--- config.mk ---
export PLATFORM = sky130hd
export DESIGN_NAME = numb_text_seq
export DESIGN_NICKNAME = d
export VERILOG_FILES = /design/src/rtl/numb_text_seq.sv
export SDC_FILE = /design/constraint.sdc
export NUM_CORES = 1
export LEC_CHECK = 0
export CORE_ASPECT_RATIO = 0.75
export CORE_MARGIN = 2
export CORE_UTILIZATION = 45
export CTS_CLUSTER_SIZE = 24
export DETAILED_ROUTE_END_ITERATION = 7
export PLACE_DENSITY_LB_ADDON = 0.2
export SLEW_MARGIN = 20
export SYNTH_ARGS = -nofsm -noshare
export SYNTH_HDL_FRONTEND = slang
export SYNTH_SLANG_ARGS = --single-unit
--- constraint.sdc ---
create_clock -name clk -period 5.22 [get_ports clk]
set_input_delay 1.044 -clock clk [delete_from_list [all_inputs] [get_ports clk]]
set_output_delay 1.044 -clock clk [all_outputs]
set_load 0.005 [all_outputs]
--- src/rtl/numb_text_seq.sv ---
// Binary-to-decimal text sequencer: serial double-dabble conversion, then MSB-first
// digit emission through an external numb2char and char-buffer writes. Macro: NUMB_SEQ_BLANK_EN.
module numb_text_seq #(
    parameter int VAL_W  = 14,
    parameter int DIGITS = 4,
    parameter int ADDR_W = 7
) (
    input  logic              clk,
    input  logic              rst,
    input  logic              start,
    input  logic [VAL_W-1:0]  value,
    input  logic [ADDR_W-1:0] base_addr,
    output logic              busy,
    output logic              done,
    output logic [3:0]        digit_out,
    input  logic [6:0]        char_in,
    output logic              wr_en,
    output logic [ADDR_W-1:0] wr_addr,
    output logic [6:0]        wr_data
);

    localparam int BCD_W = 4 * DIGITS;
    localparam int CNT_W = $clog2(VAL_W + 1);
    localparam int IDX_W = $clog2(DIGITS + 1);

    typedef enum logic [2:0] {
        IDLE,
        CONV,
        EMIT,
        FLUSH,
        DONE
    } state_t;

    state_t            state, state_next;
    logic [VAL_W-1:0]  val_sr;
    logic [BCD_W-1:0]  bcd, bcd_adj;
    logic              ovf;
    logic [CNT_W-1:0]  cnt;
    logic [IDX_W-1:0]  idx;
    logic [ADDR_W-1:0] base;
    logic [3:0]        cur_digit;
`ifdef NUMB_SEQ_BLANK_EN
    logic              lead;
`endif

    // Add-3 correction on every nibble before the shift
    always_comb begin
        bcd_adj = bcd;
        for (int unsigned n = 0; n < DIGITS; n++) begin
            if (bcd[4*n +: 4] >= 4'd5)
                bcd_adj[4*n +: 4] = bcd[4*n +: 4] + 4'd3;
        end
    end

    always_comb begin
        cur_digit = 4'd0;
        for (int unsigned n = 0; n < DIGITS; n++) begin
            if (idx == IDX_W'(n))
                cur_digit = bcd[4*(DIGITS-1-n) +: 4];
        end
        if (ovf)
            cur_digit = 4'd9;
    end

    always_comb begin
        state_next = state;
        busy       = 1'b0;
        done       = 1'b0;
        digit_out  = 4'hF;
        unique case (state)
            IDLE: begin
                if (start)
                    state_next = CONV;
            end
            CONV: begin
                busy = 1'b1;
                if (cnt == CNT_W'(VAL_W - 1))
                    state_next = EMIT;
            end
            EMIT: begin
                busy = 1'b1;
`ifdef NUMB_SEQ_BLANK_EN
                if (lead && cur_digit == 4'd0 && idx != IDX_W'(DIGITS - 1))
                    digit_out = 4'hF;
                else
                    digit_out = cur_digit;
`else
                digit_out = cur_digit;
`endif
                if (idx == IDX_W'(DIGITS - 1))
                    state_next = FLUSH;
            end
            FLUSH: begin
                busy       = 1'b1;
                state_next = DONE;
            end
            DONE: begin
                done       = 1'b1;
                state_next = IDLE;
            end
            default: state_next = IDLE;
        endcase
    end

    always_ff @(posedge clk) begin
        if (rst) begin
            state   <= IDLE;
            val_sr  <= '0;
            bcd     <= '0;
            ovf     <= 1'b0;
            cnt     <= '0;
            idx     <= '0;
            base    <= '0;
            wr_en   <= 1'b0;
            wr_addr <= '0;
`ifdef NUMB_SEQ_BLANK_EN
            lead    <= 1'b1;
`endif
        end else begin
            state <= state_next;
            wr_en <= (state == EMIT);
            unique case (state)
                IDLE: begin
                    if (start) begin
                        val_sr <= value;
                        base   <= base_addr;
                        bcd    <= '0;
                        ovf    <= 1'b0;
                        cnt    <= '0;
                    end
                end
                CONV: begin
                    // A bit shifted out of the top nibble means the value exceeds DIGITS digits
                    bcd    <= {bcd_adj[BCD_W-2:0], val_sr[VAL_W-1]};
                    ovf    <= ovf | bcd_adj[BCD_W-1];
                    val_sr <= val_sr << 1;
                    cnt    <= cnt + 1'b1;
                    idx    <= '0;
`ifdef NUMB_SEQ_BLANK_EN
                    lead   <= 1'b1;
`endif
                end
                EMIT: begin
                    wr_addr <= base + ADDR_W'(idx);
                    idx     <= idx + 1'b1;
`ifdef NUMB_SEQ_BLANK_EN
                    lead    <= lead & (cur_digit == 4'd0);
`endif
                end
                default: ;
            endcase
        end
    end

    // numb2char already registers its output, so the write data aligns with wr_en directly
    always_comb begin
        wr_data = '0;
        if (wr_en)
            wr_data = char_in;
    end

endmodule

==> metrics.yaml, run 1 <==
run_status:
  outcome: "finished clean"
synthesis:
  synthArstFlopShare: 0
  synth_top_cell_by_area: "dfxtp_1"
  yosys.area.top_type_share: 0.374
  synth_compound_area_frac: 0.201
  yosysSeqAreaShare: 0.374
  syn_avg_cell_area_um2: 8.51
  synth_flop_cell: "dfxtp_1"
  synth_xor_area_frac: 0.0351
  synth_edf_count: 0
  synth_common_cells: "dfxtp_1, nand2_1, nor2_1"
  yosys.cell_types.count: 40
  synthTopCellsByArea: "dfxtp_1, ha_1, nand2_1"
  synth_nets: 402
  yosysMostFrequentCell: "dfxtp_1"
  ys_warn_count: 0
  yosys_register_bits: 56
  synthCells: 352
  synth_fa_ha_area_frac: 0.0819
  netlist_area_um2: 3000
  synth.area.mux_share: 0.0201
  synth_top_family_by_area: "simple AND/OR/NAND/NOR gates"
  yosys.area_share.simple: 0.219
placed_design:
  port_buffers: 51
  hpwl_mm: 4.70
  gp_congestion: 0.833
grt:
  track_usage: 0.182
  busiest_layer: "met2"
  grt_max_degree: 30
  grt_pass1_vias: 2297
  grt_pass1_wl_mm: 10.8
  grt_antenna_before_repair: 0
  grt-ovfl-total: 0
  use_met3: 0.0316
  grt_use_met2: 0.298
  grt_use_met1: 0.258
power_and_ir_drop:
  ir_worst_vdd_mv: 0.107
  power_density_nw_per_um2: 225
  total_power_uw: 801
  p_leak_uw: 0.00133
timing:
  tns_ns: 0
  rsz0062_at_grt: "false"
  slew_violations: 0
  finClkSkew_ns: 0.0126
  hold-worst-slack_ns: 0.457
  hold_viol: 0
  worst_pin_slew_ns: 1.07
  period_share: 0.665
  period_minus_slack_ns: 3.47
  max_freq_ghz: 0.288
  setup_violations: 0
  slew_headroom: 0.287
critical_path:
  timing.rr.end: "bcd[2]"
  r2r_cells: 3
  crit_fanout: 11
  crit_path_cell_trace: "or3b_1, a211oi_1, o31ai_1, clkdlybuf4s50_1"
  r2r_setup_slack_ns: 2.81
  cp.required_ns: 4.18
  max_stage_delay_ns: 0.63
  worst_setup_path_start_kind: "flop"
  worstSetupStartpoint: "state[1]"
  r2r-start: "state[0]"
  arrival_ns: 2.43
  slowest_stage: "dfxtp_1"
  critPathKind: "reg -> out"
  worst_setup_path_end_kind: "output port"
worst_hold_path:
  hp-class: "reg -> reg"
  min_from: "wr_addr[3]"
  holdPathEnd: "wr_addr[3]"
  hold_depth: 2
die:
  ios: 52
  die_h_um: 74.7
  initial_core_util: 0.469
  num_rows: 25
  design.die.area_um2: 7330
  die_w_um: 98.2
  coreArea_um2: 6380
clocking:
  clockBufferDepth: 2
  h-tree-depth: 2
  root_buffer: "clkbuf_8"
  ctsResizeCount: 0
  clock_latency_ns: 0.32
  postCtsSetupBuffers: 0
  clkSinkCount: 56
  cts_tree: "yes"
  cts.clk_slew.worst_paths_ns: 0.10
  cts_made_buffers: 5
  cts_hold_buf: 0
route:
  viasPerCell: 5.27
  drt_iter0_drc: 130
  remaining_drc_errors: 0
  finalWirelength_mm: 6.56
  vias: 2497
  detail-route-antenna-nets: 0
  wl_per_cell_um: 13.8
  dr.pass1.iters: 4
flow_run:
  drv_cap: 0
finish:
  fillCellCount: 614
  nNetsFinal: 442
  n_antenna_cell: 0
  syn2layout_area_growth_pct: 18.9
  final_layout_size_suffix_gt1_frac: 0.0458
  seqCellArea_um2: 1120
  multi_input_area_um2: 1670
  post-route-util: 0.558
-- how the worst max path moves through the flow --
| stage | endpoint | slack [ns] |
|---|---|---|
| 3_3_place_gp | wr_data[3] | 2.07 |
| 4_1_cts | digit_out[3] | 1.75 |
| 2_1_floorplan | digit_out[1] | 2.81 |
| 3_5_place_dp | wr_data[0] | 2.02 |
| 5_1_grt | digit_out[0] | 1.61 |
| 6_report | digit_out[0] | 1.75 |
-- routing by layer --
metal | wire (µm) | up-vias | part of all wire
met5 | 0 | - | 0
met4 | 62 | 0 | 0.0094
met3 | 170 | 7 | 0.026
met2 | 2860 | 32 | 0.44
met1 | 3470 | 1158 | 0.53
li1 | - | 1300 | -
-- registers in the layout, summed over array words and instances (netlist names) --
name and flops:
cnt 4, ovf 1, val_sr 14, wr_addr 7, state 3, base 7, wr_en 1, idx 3
bcd 16
-- logic make-up (layout without fill, tap and decap cells) --
kind of cell / after synthesis / count (layout)
flops: 56 / 56
buf+inv: 33 / 74
mux: 6 / 6
fa+ha+maj: 19 / 19
compound gates: 90 / 90
xor+xnor: 12 / 12
simple gates: 136 / 136
-- area by class of cell --
class,instances,area share
inverters,13,0.0137
clock buffers,5,0.0193
well taps,81,0.0285
repair buffers,53,0.148
multi-input cells,263,0.469
clock inverters,3,0.00703
flip-flops and latches,56,0.315
-- where the power goes --
group,switching [µW],internal [µW]
Sequential,12.1,442
Clock,156,98.3
Combinational,48.4,43.3
Total,217,584
-- stage by stage --
| step | instance area [µm²] | setup slack [ns] | instances |
|---|---|---|---|
| floorplan | 3000 | 2.81 | 352 |
| global placement | 3470 | 2.07 | 466 |
| detailed placement | 3470 | 2.02 | 466 |
| CTS | 3560 | 1.75 | 474 |
| global route | 3560 | 1.61 | 474 |
| finish | 3560 | 1.75 | 474 |
-- worst max-delay path: cells and delay by family, from the launching register on --
kind,cells,cell delay [ns]
simple gates,1,0.59
compound gates,2,0.44
flops,1,0.63
buf+inv,1,0.46
-- cells in the final DEF, fill, tap and decap left out, drive strengths merged, types with 8 or more instances in the layout --
master         instances
a21oi                 34
a22o                  11
a311oi                14
and2                   8
clkdlybuf4s50         51
dfxtp                 56
ha                    18
inv                   15
nand2                 55
nor2                  37
nor3                  10
o21ai                 17
Power figures use the tool's default switching activity.
==> run 2, diff against run 1 <==
==> constraint.sdc (replaced) <==
create_clock -name clk -period 3.4 [get_ports clk]
set_input_delay 0.68 -clock clk [delete_from_list [all_inputs] [get_ports clk]]
set_output_delay 0.68 -clock clk [all_outputs]
set_load 0.005 [all_outputs]
==> run 2 against run 1 <==
Net effect:
- cell count increased by 1.1%
- global-route usage decreased by 0.24 points
- largest power group unchanged
- wire length decreased by 1.8%
- critical path type unchanged
- cell area increased by 0.88%
- utilization increased by 0.49 points
- highest routed layer unchanged
- count of clock-buffer cells in the layout unchanged
- clock power increased by 43%
- setup slack got worse by 1.4 ns
- hold slack improved by 0.0070 ns
==> metrics.yaml, run 2 (synthesized netlist as in run 1, its figures left out) <==
run_status:
  outcome: "finished clean"  # unchanged
finish:
  largest_register: "bcd"  # unchanged
  post-route-util: 0.563  # was 0.558
  design_area_um2: 3590  # was 3560 µm²
  syn2layout_area_growth_pct: 19.9  # was 18.9%
  largest_reg_flops: 16  # unchanged
  final_layout_size_suffix_gt1_frac: 0.0578  # was 0.0458
  nNetsFinal: 447  # was 442
  n_antenna_cell: 0  # unchanged
  final_cell_mix: "dfxtp_1, nand2_1, clkdlybuf4s50_1"  # unchanged
  reg.largest.list: "bcd: 16 flops, val_sr: 14 flops"  # unchanged
  final_common_cell: "dfxtp_1"  # unchanged
critical_path:
  crit_fanout: 8  # was 11
  cp.required_ns: 2.72  # was 4.18 ns
  critPathKind: "reg -> out"  # unchanged
  cp-endpoint: "digit_out[0]"  # unchanged
  r2r_cells: 4  # was 3
  worst_setup_path_end_kind: "output port"  # unchanged
  r2r_setup_slack_ns: 1.47  # was 2.81 ns
  timing.rr.end: "ovf"  # was bcd[2]
  worst_setup_path_start_kind: "flop"  # unchanged
  worstSetupStartpoint: "idx[1]"  # was state[1]
  arrival_ns: 2.36  # was 2.43 ns
  r2r-start: "state[2]"  # was state[0]
placed_design:
  hpwl_mm: 4.65  # was 4.70 mm
  gp_congestion: 0.907  # was 0.833
  postPlaceCellArea_um2: 3500  # was 3470 µm²
  port_buffers: 51  # unchanged
  place_ws_ns: 0.695  # was 2.02 ns
power_and_ir_drop:
  p_sw_uw: 313  # was 217 µW
  sw_frac_of_total: 0.260  # was 0.271
  p_leak_uw: 0.00136  # was 0.00133 µW
  power_density_nw_per_um2: 336  # was 225 nW/µm²
  clock_power_share: 0.301  # was 0.318
  p_int_uw: 894  # was 584 µW
  ir_worst_vdd_mv: 0.222  # was 0.107 mV
  p_comb_frac: 0.121  # was 0.114
  seqPwrFrac: 0.578  # was 0.567
clocking:
  clockBufferDepth: 2  # unchanged
  clock_latency_ns: 0.33  # was 0.32 ns
  h-tree-depth: 2  # unchanged
  cts_hold_buf: 0  # unchanged
  ctsResizeCount: 0  # unchanged
  postCtsSetupBuffers: 0  # unchanged
  cts.clk_slew.worst_paths_ns: 0.09  # was 0.10 ns
  cts_tree: "yes"  # unchanged
  cts_made_buffers: 5  # unchanged
  clkSinkCount: 56  # unchanged
  root_buffer: "clkbuf_8"  # unchanged
die:
  num_rows: 25  # unchanged
  initial_core_util: 0.469  # unchanged
  die_h_um: 74.7  # unchanged
  design.die.area_um2: 7330  # unchanged
  coreArea_um2: 6380  # unchanged
  ios: 52  # unchanged
  die_w_um: 98.2  # unchanged
timing:
  slew_headroom: 0.498  # was 0.287
  rsz0062_at_grt: "false"  # unchanged
  max_freq_ghz: 0.329
  period_share: 0.893
  finClkSkew_ns: 0.0158  # was 0.0126 ns
  tns_ns: 0  # unchanged
  worst_slack_ns: 0.363  # was 1.75 ns
  worst_pin_slew_ns: 0.753  # was 1.07 ns
  setup_violations: 0  # unchanged
  hold_viol: 0  # unchanged
  period_minus_slack_ns: 3.04
  hold-worst-slack_ns: 0.464  # was 0.457 ns
  slew_violations: 0  # unchanged
route:
  wl_per_cell_um: 13.5  # was 13.8 µm
  detail-route-antenna-nets: 0  # unchanged
  vias: 2513  # was 2497
  drt_iter0_drc: 106  # was 130
  remaining_drc_errors: 0  # unchanged
  finalWirelength_mm: 6.45  # was 6.56 mm
  viasPerCell: 5.25  # was 5.27
  dr.pass1.iters: 5  # was 4
grt:
  grt_max_degree: 25  # was 30
  track_usage: 0.180  # was 0.182
  grt_antenna_before_repair: 0  # unchanged
  grt-ovfl-total: 0  # unchanged
  grt_pass1_vias: 2262  # was 2297
  grt_pass1_wl_mm: 10.6  # was 10.8 mm
worst_hold_path:
  hp-class: "reg -> reg"  # unchanged
  hold_depth: 2  # unchanged
  min_from: "wr_addr[3]"  # unchanged
flow_run:
  drv_cap: 0  # unchanged
-- run 2: changes by cell type in the layout (fill, tap and decap cells not counted), sizes merged --
cell,previous run,this run
clkinv,0,3
buf,2,7
inv,15,13
clkinvlp,1,0
-- run 2: cell type report --
| cell class | count | area (µm²) |
|---|---|---|
| multi-input combinational | 263 | 1670 |
| clock buffer | 5 | 68.8 |
| fill | 597 | 2790 |
| inverter | 13 | 48.8 |
| sequential | 56 | 1120 |
| tap | 81 | 101 |
| clock inverter | 3 | 18.8 |
| timing repair buffer | 58 | 563 |
-- run 2: per-layer routing --
metal	global-route usage	vias to the layer above	wire [µm]
met3	0.0344	14	259
met5	0	-	0
met1	0.257	1146	3240
met4	0.0791	0	137
met2	0.269	44	2810
li1	-	1309	-
-- run 2: worst min path at each step --
stage                  to
6_report       wr_addr[3]
5_1_grt        wr_addr[3]
4_1_cts        wr_addr[3]
3_5_place_dp   wr_addr[3]
3_3_place_gp   wr_addr[3]
2_1_floorplan     base[0]
-- run 2: stage by stage --
stage          instances  total power (µW)
2_1_floorplan        352               806
3_3_place_gp         471               858
3_5_place_dp         471               860
4_1_cts              479              1220
5_1_grt              479              1270
6_report             479              1210
-- run 2: power groups by stage --
stage	logic [µW]	registers, µW	clock network (µW)
floorplan	99.6	706	0
global placement	146	712	0
detailed placement	147	713	0
CTS	147	698	379
global route	163	702	405
finish	146	698	364
-- run 2: worst max-delay path: stages, from the launching register on --
cell and delay, ns:
dfxtp_1 0.47, inv_1 0.10, ha_1 0.26, nand3b_1 0.19, a21oi_1 0.14, a21oi_1 0.06, o31ai_1 0.27, clkdlybuf4s50_1 0.56
